===== src/rtl/lcd_bus_sequencer.sv =====
// lcd_bus_sequencer
// Drives an 8080-style parallel display bus from single-byte command/data
// requests. Each request produces a setup / strobe / hold sequence on
// cs, rs, wr/rd and dout. A separate panel hardware-reset sequence
// (rstn low, then a wait) runs on request.
//
// Ports:
//   s_axi_aclk                 sole clock
//   rst                        synchronous reset, active-high
//   init_req                   one-cycle pulse requesting the panel reset sequence
//   cmd_valid/cmd_ready        request handshake (cmd_ready is combinational)
//   cmd_rd, cmd_rs, cmd_data   request fields: read/write, register select, write byte
//   din                        panel data bus input
//   dout, dout_oe              panel data bus output and its output enable
//   cs, rs, wr, rd, rstn       panel control lines (cs, wr, rd, rstn active-low)
//   rdata, rdata_valid         last captured read byte and its one-cycle update pulse
//   busy                       sequencer active or panel reset pending
module lcd_bus_sequencer #(
  parameter int SETUP_CYCLES    = 2,
  parameter int STROBE_CYCLES   = 3,
  parameter int HOLD_CYCLES     = 1,
  parameter int RST_LOW_CYCLES  = 200,
  parameter int RST_WAIT_CYCLES = 1000
) (
  input  logic       s_axi_aclk,
  input  logic       rst,
  input  logic       init_req,
  input  logic       cmd_valid,
  output logic       cmd_ready,
  input  logic       cmd_rd,
  input  logic       cmd_rs,
  input  logic [7:0] cmd_data,
  input  logic [7:0] din,
  output logic [7:0] dout,
  output logic       dout_oe,
  output logic       cs,
  output logic       rs,
  output logic       wr,
  output logic       rd,
  output logic       rstn,
  output logic [7:0] rdata,
  output logic       rdata_valid,
  output logic       busy
);

  typedef enum logic [2:0] {IDLE, RST_LO, RST_WAIT, SETUP, STROBE, HOLD} state_t;

  // Counters are loaded with N-1 on state entry; the state exits on 0.
  localparam logic [7:0]  SETUP_LOAD    = 8'(SETUP_CYCLES - 1);
  localparam logic [7:0]  STROBE_LOAD   = 8'(STROBE_CYCLES - 1);
  localparam logic [7:0]  HOLD_LOAD     = 8'(HOLD_CYCLES - 1);
  localparam logic [15:0] RST_LO_LOAD   = 16'(RST_LOW_CYCLES - 1);
  localparam logic [15:0] RST_WAIT_LOAD = 16'(RST_WAIT_CYCLES - 1);

  state_t      state_reg, state_next;
  logic [7:0]  phase_cnt_reg, phase_cnt_next;
  logic [15:0] rst_cnt_reg, rst_cnt_next;
  logic        init_pending_reg, init_pending_next;
  logic        op_rd_reg, op_rd_next;
  logic        capture;
  logic        accept;
  logic        in_xfer_next;

  logic [7:0]  dout_reg, dout_next;
  logic        dout_oe_reg, dout_oe_next;
  logic        cs_reg, cs_next;
  logic        rs_reg, rs_next;
  logic        wr_reg, wr_next;
  logic        rd_reg, rd_next;
  logic        rstn_reg, rstn_next;
  logic [7:0]  rdata_reg, rdata_next;
  logic        rdata_valid_reg, rdata_valid_next;
  logic        busy_reg, busy_next;

  // init_req blocks acceptance in the same cycle so that init always wins.
  assign cmd_ready = (state_reg == IDLE) && !init_pending_reg && !init_req && !rst;
  assign accept    = cmd_valid && cmd_ready;

  always_comb begin
    state_next        = state_reg;
    phase_cnt_next    = phase_cnt_reg;
    rst_cnt_next      = rst_cnt_reg;
    init_pending_next = init_pending_reg;
    op_rd_next        = op_rd_reg;
    capture           = 1'b0;

    case (state_reg)
      IDLE: begin
        if (init_req || init_pending_reg) begin
          state_next   = RST_LO;
          rst_cnt_next = RST_LO_LOAD;
        end else if (accept) begin
          state_next     = SETUP;
          phase_cnt_next = SETUP_LOAD;
          op_rd_next     = cmd_rd;
        end
      end
      RST_LO: begin
        if (rst_cnt_reg == 16'd0) begin
          state_next   = RST_WAIT;
          rst_cnt_next = RST_WAIT_LOAD;
        end else begin
          rst_cnt_next = rst_cnt_reg - 16'd1;
        end
      end
      RST_WAIT: begin
        if (rst_cnt_reg == 16'd0) begin
          state_next        = IDLE;
          init_pending_next = 1'b0;
        end else begin
          rst_cnt_next = rst_cnt_reg - 16'd1;
        end
      end
      SETUP: begin
        if (phase_cnt_reg == 8'd0) begin
          state_next     = STROBE;
          phase_cnt_next = STROBE_LOAD;
        end else begin
          phase_cnt_next = phase_cnt_reg - 8'd1;
        end
      end
      STROBE: begin
        if (phase_cnt_reg == 8'd0) begin
          state_next     = HOLD;
          phase_cnt_next = HOLD_LOAD;
          // Sample din on the edge that ends the last strobe cycle.
          capture        = op_rd_reg;
        end else begin
          phase_cnt_next = phase_cnt_reg - 8'd1;
        end
      end
      HOLD: begin
        if (phase_cnt_reg == 8'd0) begin
          state_next = IDLE;
        end else begin
          phase_cnt_next = phase_cnt_reg - 8'd1;
        end
      end
      default: state_next = IDLE;
    endcase

    // A request during a bus transaction is deferred; one during the reset
    // sequence itself is dropped.
    if (init_req && (state_reg == SETUP || state_reg == STROBE || state_reg == HOLD)) begin
      init_pending_next = 1'b1;
    end

    // Outputs are registered, so they are decoded from the next state.
    in_xfer_next     = (state_next == SETUP) || (state_next == STROBE) || (state_next == HOLD);
    cs_next          = !in_xfer_next;
    wr_next          = !((state_next == STROBE) && !op_rd_next);
    rd_next          = !((state_next == STROBE) && op_rd_next);
    rstn_next        = (state_next != RST_LO);
    dout_oe_next     = in_xfer_next && !op_rd_next;
    rs_next          = accept ? cmd_rs : rs_reg;
    dout_next        = (accept && !cmd_rd) ? cmd_data : dout_reg;
    rdata_next       = capture ? din : rdata_reg;
    rdata_valid_next = capture;
    busy_next        = (state_next != IDLE) || init_pending_next;
  end

  always_ff @(posedge s_axi_aclk) begin
    if (rst) begin
      state_reg        <= IDLE;
      phase_cnt_reg    <= 8'd0;
      rst_cnt_reg      <= 16'd0;
      init_pending_reg <= 1'b0;
      op_rd_reg        <= 1'b0;
      dout_reg         <= 8'h00;
      dout_oe_reg      <= 1'b0;
      cs_reg           <= 1'b1;
      rs_reg           <= 1'b0;
      wr_reg           <= 1'b1;
      rd_reg           <= 1'b1;
      rstn_reg         <= 1'b1;
      rdata_reg        <= 8'h00;
      rdata_valid_reg  <= 1'b0;
      busy_reg         <= 1'b0;
    end else begin
      state_reg        <= state_next;
      phase_cnt_reg    <= phase_cnt_next;
      rst_cnt_reg      <= rst_cnt_next;
      init_pending_reg <= init_pending_next;
      op_rd_reg        <= op_rd_next;
      dout_reg         <= dout_next;
      dout_oe_reg      <= dout_oe_next;
      cs_reg           <= cs_next;
      rs_reg           <= rs_next;
      wr_reg           <= wr_next;
      rd_reg           <= rd_next;
      rstn_reg         <= rstn_next;
      rdata_reg        <= rdata_next;
      rdata_valid_reg  <= rdata_valid_next;
      busy_reg         <= busy_next;
    end
  end

  assign dout        = dout_reg;
  assign dout_oe     = dout_oe_reg;
  assign cs          = cs_reg;
  assign rs          = rs_reg;
  assign wr          = wr_reg;
  assign rd          = rd_reg;
  assign rstn        = rstn_reg;
  assign rdata       = rdata_reg;
  assign rdata_valid = rdata_valid_reg;
  assign busy        = busy_reg;

endmodule


===== config.mk =====
export PLATFORM = sky130hd
export DESIGN_NAME = lcd_bus_sequencer
export DESIGN_NICKNAME = d
export VERILOG_FILES = /design/src/rtl/lcd_bus_sequencer.sv
export SDC_FILE = /design/constraint.sdc
export NUM_CORES = 1
export LEC_CHECK = 0
export CAP_MARGIN = 20
export CORE_ASPECT_RATIO = 0.6
export CORE_MARGIN = 5
export CORE_UTILIZATION = 45
export CTS_CLUSTER_DIAMETER = 200
export DETAILED_ROUTE_END_ITERATION = 16
export MAX_ROUTING_LAYER = met4
export PLACE_DENSITY = 0.72
export SKIP_CTS_REPAIR_TIMING = 1
export SLEW_MARGIN = 5
export SYNTH_ARGS = -nofsm -noshare
export SYNTH_HDL_FRONTEND = slang
export SYNTH_SLANG_ARGS = --single-unit
export TNS_END_PERCENT = 5

===== constraint.sdc =====
create_clock -name s_axi_aclk -period 7.1 [get_ports s_axi_aclk]
set_input_delay 1.42 -clock s_axi_aclk [delete_from_list [all_inputs] [get_ports s_axi_aclk]]
set_output_delay 1.42 -clock s_axi_aclk [all_outputs]
set_load 0.02 [all_outputs]

==> impl_metrics.tcl <==
set metrics [dict create \
    mostFrequentLayoutCells "53 x dfxtp_1, 46 x clkdlybuf4s50_1, 37 x nor2_1, 28 x nand2_1, 25 x a21oi_1" \
    cp-start-kind "input port" \
    avgSynthCellArea_um2 8.535 \
    power_density_mw_per_mm2 339.7 \
    max_freq_mhz 222.4 \
    fin_util 0.5721 \
    period_minus_slack_ns 4.497 \
    synth_xor_area_frac 0.006663 \
    yosysTopAreaCell "dfxtp_1" \
    synth_compound_area_frac 0.2208 \
    rsz0062_at_grt "no" \
    cts_tree "built" \
    dpl.hpwl_mm 4.875 \
    yosys_warnings 0 \
    synthFlopType "dfxtp_1" \
    holdPathStages 2 \
    antenna_found_initial 0 \
    die_w_um 108.7 \
    path_clk_slew_ns 0.10 \
    area_growth_pct 22.37 \
    synth_fa_ha_area_frac 0.01904 \
    tightest_slew_ns 0.9292 \
    wirelength_mm 6.599 \
    required_ns 5.68 \
    holdCritStartpoint "rs$_SDFFE_PP0P_" \
    reg2reg_depth 7 \
    r2r_slack_ns 4.36 \
    crit_arrival_ns 3.08 \
    grt_pass1_vias 2126 \
    hold_viol 0 \
    grt_start_max_net_pins 40 \
    viasPerCell 5.667 \
    cp_cell_sequence "clkdlybuf4s50_1 -> buf_4 -> nor2_1 -> and2_1 -> clkdlybuf4s50_1" \
    slew_violations 0 \
    cts_max_path_buffers 2 \
    first_pass_iters 4 \
    drive_gt1_frac 0.08357 \
    holdPathEnd "rs$_SDFFE_PP0P_" \
    grt_pass1_wl_mm 10.70 \
    vias 2420 \
    drc_errors 0 \
    netlist.area_leader.share 0.4036 \
    p_leak_nw 1.221 \
    synth_nets 334 \
    synth_area_leaders "dfxtp_1 40%, nor2_1 5.3%, a21oi_1 4.8%" \
    worstSetupEndpointType "primary output" \
    outcome "finished, final reports clean" \
    gp_congestion 0.8818 \
    synth_cells 308 \
    cts_max_level 2 \
    hp-class "reg -> reg" \
    fin_skew_ns 0.008530 \
    final_common_cell "dfxtp_1" \
    core_mm2 0.005623 \
    fill_cells 545 \
    vdd_drop_max_mv 0.2321 \
    largest_reg_flops 16 \
    dieArea_mm2 0.007521 \
    die_height_um 69.21 \
    synth.yosys.seq_area_share 0.4036 \
    rows 21 \
    r2r_start "rst_cnt_reg[0]$_SDFFE_PP0P_" \
    antenna_left 0 \
    crit_top_cell "clkdlybuf4s50_1" \
    first_iter_violations 249 \
    cts_root_buffer "clkbuf_8" \
    wl_per_cell_um 15.45 \
    relSlewSlack 0.3758 \
    fin_crit_sh 0.6333 \
    crit_fanout 39 \
    initial_core_util 0.4675 \
    slowest_delay_ns 0.53 \
    final.setup.tns_ns 0 \
    r2r-end "rst_cnt_reg[2]$_SDFFE_PP0P_" \
    grt_remaining_overflow 0 \
    clkSinkCount 53 \
    synth.ff_latch_count 53 \
    fin_nets 372 \
    synth_cell_types 64 \
    port_buffers 46 \
    crit_slowest_cell "clkdlybuf4s50_1" \
    path_class "in -> out" \
    synth.mux.area_fraction 0.03808 \
    clk_latency_ns 0.32 \
    max_cap_viol_count 0 \
    async_flop_share 0 \
    yosys.area_share.simple 0.2651 \
    track_usage 0.1807 \
    synth_area_mm2 0.002629 \
    cts_made_buffers 5 \
    synth_edf_count 0 \
    antennaDiodeCount 0 \
    setup_viol 0 \
    io_pins 47 \
    synth_top_family_by_area "simple AND/OR/NAND/NOR gates" \
]
## layout make-up
class,instances,area (um2),share of cell area
sequential,53,1061,0.3298
timing repair buffer,47,467.9,0.1455
clock inverter,3,25.02,0.007779
multi-input combinational,226,1445,0.4492
tap,80,100.1,0.03112
clock buffer,5,68.82,0.02139
inverter,13,48.80,0.01517
## cell usage after synthesis (5+ instances only)
library cell and n:
a21oi_1 25, a31oi_1 8, and3_1 5, clkbuf_1 14
dfxtp_1 53, inv_1 13, mux2i_1 10, nand2_1 28
nand3_1 7, nor2_1 37, nor3_1 10, o21ai_0 11
## kinds of logic after synthesis
kind of cell               Yosys count
adders and majority gates            4
DFF                                 53
muxes                               10
and+or+nand+nor                    128
xor gates and xnor gates             2
AOI/OAI and AO/OA                   82
buffers and inverters               29
## power breakdown
| group | switching (mW) | internal, mW | total, mW |
|---|---|---|---|
| registers | 0.0652 | 0.344 | 0.409 |
| clock network | 0.110 | 0.0721 | 0.182 |
| logic | 0.291 | 0.210 | 0.501 |
## worst max path at each step
stage          startpoint        end  slack, ns  depth (start not counted)
4_1_cts               rst  cmd_ready       2.58                          5
2_1_floorplan    init_req  cmd_ready       3.68                          2
5_1_grt               rst  cmd_ready       2.51                          5
3_5_place_dp          rst  cmd_ready       2.58                          5
3_3_place_gp          rst  cmd_ready       2.62                          5
6_report              rst  cmd_ready       2.60                          5
## critical path: cells and delay by family
family / cells / cell delay (ns)
buffers and inverters: 3 / 1.35
AND/OR/NAND/NOR: 2 / 0.30
## per-stage QoR
| stage | hold WS, ns | total power [mW] | instance area [um2] | std cells | setup WS (ns) |
|---|---|---|---|---|---|
| 2_1_floorplan | 0.4469 | 0.7827 | 2629 | 308 | 3.682 |
| 3_3_place_gp | 0.4468 | 0.8912 | 3123 | 419 | 2.619 |
| 3_5_place_dp | 0.4624 | 0.9034 | 3123 | 419 | 2.583 |
| 5_1_grt | 0.4919 | 1.166 | 3217 | 427 | 2.507 |
| 6_report | 0.4689 | 1.093 | 3217 | 427 | 2.603 |
| 4_1_cts | 0.4776 | 1.085 | 3217 | 427 | 2.578 |
## metal layers
layer	GRT usage	routed length [um]	vias to the layer above
li1	-	-	1204
met1	0.2727	3338	1107
met2	0.2252	2486	100
met3	0.05953	696	9
met4	0.04762	78	0
met5	-	0	-
Power figures use the tool's default switching activity.
